**config.mk**
```make
export PLATFORM = sky130hd
export DESIGN_NAME = select_encode
export DESIGN_NICKNAME = d
export VERILOG_FILES = /design/src/rtl/select_encode.sv
export SDC_FILE = /design/constraint.sdc
export NUM_CORES = 1
export LEC_CHECK = 0
export ABC_AREA = 0
export CORE_MARGIN = 2
export CORE_UTILIZATION = 38
export DETAILED_ROUTE_END_ITERATION = 8
export GPL_TIMING_DRIVEN = 0
export PLACE_DENSITY = 0.77
export SYNTH_ARGS = -nofsm -noshare
export SYNTH_HDL_FRONTEND = slang
export SYNTH_SLANG_ARGS = --single-unit
```
**constraint.sdc**
```tcl
create_clock -name clock -period 1.25 [get_ports clock]
set_input_delay 0.125 -clock clock [delete_from_list [all_inputs] [get_ports clock]]
set_output_delay 0.125 -clock clock [all_outputs]
set_load 0.1 [all_outputs]
```
**src/rtl/select_encode.sv**
```systemverilog
// select_encode: IR capture, register-field select decode and a write-strobe FSM.
// Optional build macro: R0_BASE_ZERO_EN -- when defined, a base-address read
// (BAout without Rout) of index 0 drives no register, so R0 reads as zero.
module select_encode (
  input  logic        clock,
  input  logic        clear,
  input  logic [31:0] BusMuxOut,
  input  logic        IRin,
  input  logic        Gra,
  input  logic        Grb,
  input  logic        Grc,
  input  logic        Rin,
  input  logic        Rout,
  input  logic        BAout,
  output logic [15:0] R_in,
  output logic [15:0] R_out,
  output logic [31:0] C_sign_extended,
  output logic [31:0] IR,
  output logic        busy,
  output logic        sel_err,
  output logic [7:0]  wr_count
);

  typedef enum logic [1:0] {S_IDLE, S_WRITE, S_HOLD} state_t;

  state_t      r_state;
  state_t      w_next;
  logic [31:0] r_ir;
  logic [3:0]  r_idx;
  logic [15:0] r_rin;
  logic [15:0] r_rout;
  logic        r_err;
  logic [7:0]  r_cnt;

  logic        w_legal;
  logic [3:0]  w_sel;
  logic [15:0] w_sel_oh;
  logic        w_rd_req;
  logic        w_rd_zero;
  logic        w_latch;
  logic        w_wr_err;
  logic        w_rd_err;

  // exactly one of the three field selects may be high
  assign w_legal  = (Gra ^ Grb ^ Grc) & ~(Gra & Grb & Grc);
  assign w_sel_oh = 16'h0001 << w_sel;
  assign w_rd_req = Rout | BAout;

  // pick the register field of the current IR named by the select lines
  always_comb begin
    w_sel = 4'd0;
    if (Gra)      w_sel = r_ir[26:23];
    else if (Grb) w_sel = r_ir[22:19];
    else if (Grc) w_sel = r_ir[18:15];
  end

`ifdef R0_BASE_ZERO_EN
  // base addressing through R0 means "no base": suppress the drive enable
  assign w_rd_zero = BAout & ~Rout & (w_sel == 4'd0);
`else
  assign w_rd_zero = 1'b0;
`endif

  assign w_latch  = (r_state == S_IDLE) & Rin & w_legal;
  assign w_wr_err = (r_state == S_IDLE) & Rin & ~w_legal;
  assign w_rd_err = w_rd_req & ~w_legal;

  // write FSM next state: one strobe per Rin assertion, hold until Rin drops
  always_comb begin
    w_next = r_state;
    case (r_state)
      S_IDLE:  if (w_latch) w_next = S_WRITE;
      S_WRITE: w_next = S_HOLD;
      S_HOLD:  if (!Rin) w_next = S_IDLE;
      default: w_next = S_IDLE;
    endcase
  end

  // FSM state and latched write index; index is frozen once WRITE is entered
  always_ff @(posedge clock or negedge clear) begin
    if (!clear) begin
      r_state <= S_IDLE;
      r_idx   <= 4'd0;
    end else begin
      r_state <= w_next;
      if (w_latch) r_idx <= w_sel;
    end
  end

  // instruction register capture
  always_ff @(posedge clock or negedge clear) begin
    if (!clear) r_ir <= 32'd0;
    else if (IRin) r_ir <= BusMuxOut;
  end

  // write strobe and counter: issued by the WRITE state, visible next cycle
  always_ff @(posedge clock or negedge clear) begin
    if (!clear) begin
      r_rin <= 16'd0;
      r_cnt <= 8'd0;
    end else if (r_state == S_WRITE) begin
      r_rin <= 16'h0001 << r_idx;
      r_cnt <= r_cnt + 8'd1;
    end else begin
      r_rin <= 16'd0;
    end
  end

  // read enables follow the live select; bad selects give no enable
  always_ff @(posedge clock or negedge clear) begin
    if (!clear) r_rout <= 16'd0;
    else if (w_rd_req && w_legal && !w_rd_zero) r_rout <= w_sel_oh;
    else r_rout <= 16'd0;
  end

  // one error flag covers both write and read select faults in a cycle
  always_ff @(posedge clock or negedge clear) begin
    if (!clear) r_err <= 1'b0;
    else r_err <= w_wr_err | w_rd_err;
  end

  assign IR              = r_ir;
  assign C_sign_extended = {{13{r_ir[18]}}, r_ir[18:0]};
  assign R_in            = r_rin;
  assign R_out           = r_rout;
  assign busy            = (r_state != S_IDLE);
  assign sel_err         = r_err;
  assign wr_count        = r_cnt;

endmodule
```
==> impl_metrics.env <==
export IMPL_outcome="finished, violations left"
export IMPL_violations="setup timing"
export IMPL_seq_area_um2=2066
export IMPL_final_nets=463
export IMPL_dieHeight_um=96.72
export IMPL_netlist_area_um2=3267
export IMPL_ys_types=35
export IMPL_leakagePower_nw=2.583
export IMPL_clock_root_buffer="clkbuf_8"
export IMPL_cts_tree="built"
export IMPL_cts_buffer_depth=2
export IMPL_slowest_delay_ns=0.42
export IMPL_post_route_drc_count=0
export IMPL_r2r_start="r_state[0]$_DFFE_PN0P_"
export IMPL_async_reset_ff_share_pct=100.0
export IMPL_nFillCells=635
export IMPL_grt_pass1_vias=2615
export IMPL_synth_fp_nets=295
export IMPL_grt_util_all_layers_pct=17.01
export IMPL_cp_arrival_ns=1.64
export IMPL_boundaryPins=147
export IMPL_die_area_um2=9355
export IMPL_synth_top_area_share_pct=60.51
export IMPL_seqPwrFrac_pct=34.0
export IMPL_rows=33
export IMPL_syn_inst=252
export IMPL_gp_routability_congestion=0.7731
export IMPL_setup_viol=40
export IMPL_core_region_area_um2=8258
export IMPL_timing_critical_path_slowest_stage_cell="dfrtp_1"
export IMPL_initial_utilization_pct=39.56
export IMPL_share_comb_of_total_power_pct=46.0
export IMPL_areaGrowthSynthToFinish_pct=69.74
export IMPL_reg2reg_slack_ns=-0.17
export IMPL_p_clk_share_pct=20.0
export IMPL_finalPower_mw=9.459
export IMPL_post_synth_cell_area_avg_um2=12.96
export IMPL_rsz0062_at_grt="yes"
export IMPL_synth_ff_type="dfrtp_1"
export IMPL_numPortBuffers=145
export IMPL_synthTopCellsByArea="dfrtp_1 (61%), mux2_2 (11%), buf_4 (7.4%)"
export IMPL_hpwlAfterDp_mm=5.540
export IMPL_max_freq_mhz=705.1
export IMPL_report_final_slew_viol_count=0
export IMPL_post_route_period_util_pct=113.5
export IMPL_maxCapViolCount=0
export IMPL_layout_setup_ws_ns=-0.1683
export IMPL_ctsHtreeMaxLevel=3
export IMPL_ys_ff_latch=79
export IMPL_worstPathRequired_ns=1.47
export IMPL_vdd_drop_max_mv=0.8342
export IMPL_p_switching_mw=4.227
export IMPL_hold_class="in2async"
export IMPL_antenna_found_initial=0
export IMPL_synth_edf_count=0
export IMPL_end_kind="flip-flop"
export IMPL_ys_warn_count=0
export IMPL_multi_input_area_um2=1231
export IMPL_diodes=0
export IMPL_cts_clk_slew_worst_paths_ns=0.08
export IMPL_numCtsBuffers=9
export IMPL_r2r_end="r_idx[0]$_DFFE_PN0P_"
export IMPL_drive_gt1_share_pct=67.53
export IMPL_worst_slew_pin_slew_ns=0.4942
export IMPL_intPower_mw=5.232
export IMPL_final_antenna_net_count=0
export IMPL_min_period_ns=1.418
export IMPL_firstDrtPassIters=4
export IMPL_start_kind="flip-flop"
export IMPL_slew_headroom_pct=67.28
export IMPL_grt_max_degree=76
export IMPL_cp_cell_sequence="or3b_4, nand2b_4, mux2_4"
export IMPL_clkSinkCount=79
export IMPL_routed_wl_mm=7.844
export IMPL_p_per_area_nw_per_um2=1706
export IMPL_grt_pass1_wl_mm=12.84
export IMPL_r2r_cells=3
export IMPL_grt_overflow=0
export IMPL_clkLatencyLatePin_ns=0.34
export IMPL_cp_max_fo=5
export IMPL_fin_worst_skew_ns=0.01129
export IMPL_p_sw_share_pct=44.69
export IMPL_yosysTopAreaCell="dfrtp_1"
export IMPL_ys_seq_area_share_pct=60.51
export IMPL_drt_iter0_markers=46
export IMPL_viasPerCell=4.564
export IMPL_detail_route_wl_per_cell_um=14.80
export IMPL_hold_viol_final=0
export IMPL_chipWidth_um=96.72
export IMPL_vias=2419
export IMPL_utilization_pct=67.15
export IMPL_criticalPathCategory="reg2reg"
==> per-layer routing <==
metal / track usage (%) / up-vias / routed length, um
li1: - / 1140 / -
met1: 19.93 / 1186 / 3029
met4: 4.984 / 0 / 72
met3: 5.925 / 8 / 591
met5: 0 / - / 0
met2: 29.49 / 85 / 4151
==> cell type report <==
type                       count  share of cell area, %
sequential                    79                  37.25
buffer                        36                  5.821
timing repair buffer         157                  28.56
clock inverter                 5                  1.038
clock buffer                  11                  2.550
multi-input combinational    134                  22.20
tap                          105                  2.369
inverter                       3                 0.2031
==> worst max-delay path by stage <==
stage | depth (start not counted) | endpoint | start | slack [ns]
floorplan | 4 | R_out[4]$_DFF_PN0_ | IR[18]$_DFFE_PN0P_ | -0.11
global placement | 1 | wr_count[1]$_DFFE_PN0P_ | clear | -3.10
detailed placement | 6 | R_out[9]$_DFF_PN0_ | Gra | -0.92
CTS | 3 | r_idx[0]$_DFFE_PN0P_ | r_state[0]$_DFFE_PN0P_ | -0.15
finish | 3 | r_idx[0]$_DFFE_PN0P_ | r_state[0]$_DFFE_PN0P_ | -0.17
global route | 3 | r_idx[3]$_DFFE_PN0P_ | r_state[0]$_DFFE_PN0P_ | -0.21
==> per-stage QoR <==
| step | cell area [um^2] | setup TNS [ns] | cells | setup WS, ns | hold slack, ns |
|---|---|---|---|---|---|
| 2_1_floorplan | 3442 | -1.715 | 252 | -0.1143 | -0.1706 |
| 3_3_place_gp | 5025 | -280.38 | 502 | -3.101 | 0.4530 |
| 3_5_place_dp | 5050 | -62.80 | 503 | -0.9167 | -0.05583 |
| 4_1_cts | 5283 | -4.469 | 526 | -0.1502 | 0.1256 |
| 5_1_grt | 5545 | -6.923 | 530 | -0.2077 | 0.1240 |
| 6_report | 5545 | -4.616 | 530 | -0.1683 | 0.1325 |
==> cells in the final DEF (no fill, tap or decap), types with 2 or more instances in the layout <==
cell type and instances:
nand2b_4 3, buf_2 26, inv_2 2, nand3b_1 6, buf_6 40, nor3_1 4, nand3b_4 2, clkbuf_8 10
dfrtp_4 16, clkbuf_4 10, clkinv_2 2, nor2_1 21, a31oi_4 2, mux2_2 31, or3b_4 2, nor2_2 6
dfrtp_2 23, ha_4 2, clkdlybuf4s50_1 35, nor2_4 4, xnor2_1 6, nor2b_1 2, a21oi_4 2, buf_4 56
nand2b_1 2, buf_8 2, dfrtp_1 40, nand2_4 2, mux2_4 4, clkbuf_1 2, nand3_2 4, buf_12 20
nand2_1 12
==> synth_stat cells (2+ instances only) <==
cell type,instances
dfrtp_1,79
buf_4,32
mux2_2,31
nor2_1,31
nand2_1,13
nand3b_1,6
xnor2_1,6
nand2b_1,5
mux2_4,4
nand3_1,4
nor3_1,4
a21oi_1,3
buf_2,3
nor2b_1,3
a31oi_1,2
and3_1,2
ha_1,2
inv_2,2
nand3_2,2
nand3b_2,2
or2_2,2
==> registers in the layout (all words and copies together), names as in the netlist <==
signal,count
r_idx,4
sel_err,1
wr_count,8
r_state,2
R_out,16
R_in,16
IR,32
==> logic make-up (layout without fill, tap and decap cells) <==
kind of cell	Yosys count	after routing	share of synthesized area, %
multiplexers	35	35	12.52
AO/OA/AOI/OAI	10	10	2.949
adder cells (fa/ha/maj)	2	2	0.7659
buffers and inverters	39	212	8.272
XOR/XNOR	7	7	1.877
flip-flops	79	79	60.51
AND/OR/NAND/NOR	80	80	13.10
==> worst max-delay path, delay by kind of cell (launching register included) <==
kind / cells / cell delay [ns]
AND/OR/NAND/NOR: 2 / 0.59
flip-flops: 1 / 0.42
multiplexers: 1 / 0.30
==> power by group through the flow <==
stage,logic (mW),clock network (mW),registers [mW]
2_1_floorplan,1.57,0,4.69
3_3_place_gp,3.94,0,3.25
3_5_place_dp,3.99,0,3.26
4_1_cts,4.18,1.93,3.20
5_1_grt,4.52,2.05,3.27
6_report,4.35,1.89,3.21
==> what timing repair did <==
action / 4_1_cts / 5_1_grt
hold endpoints to repair: 79 / 0
endpoints found under the setup margin: 134 / 83
resized for setup: 693 / 62
hold buffers: 1 / 0
pin swaps: 8 / 7
buffers inserted: 6 / 4
No activity file was read; power rests on OpenSTA's default activity.
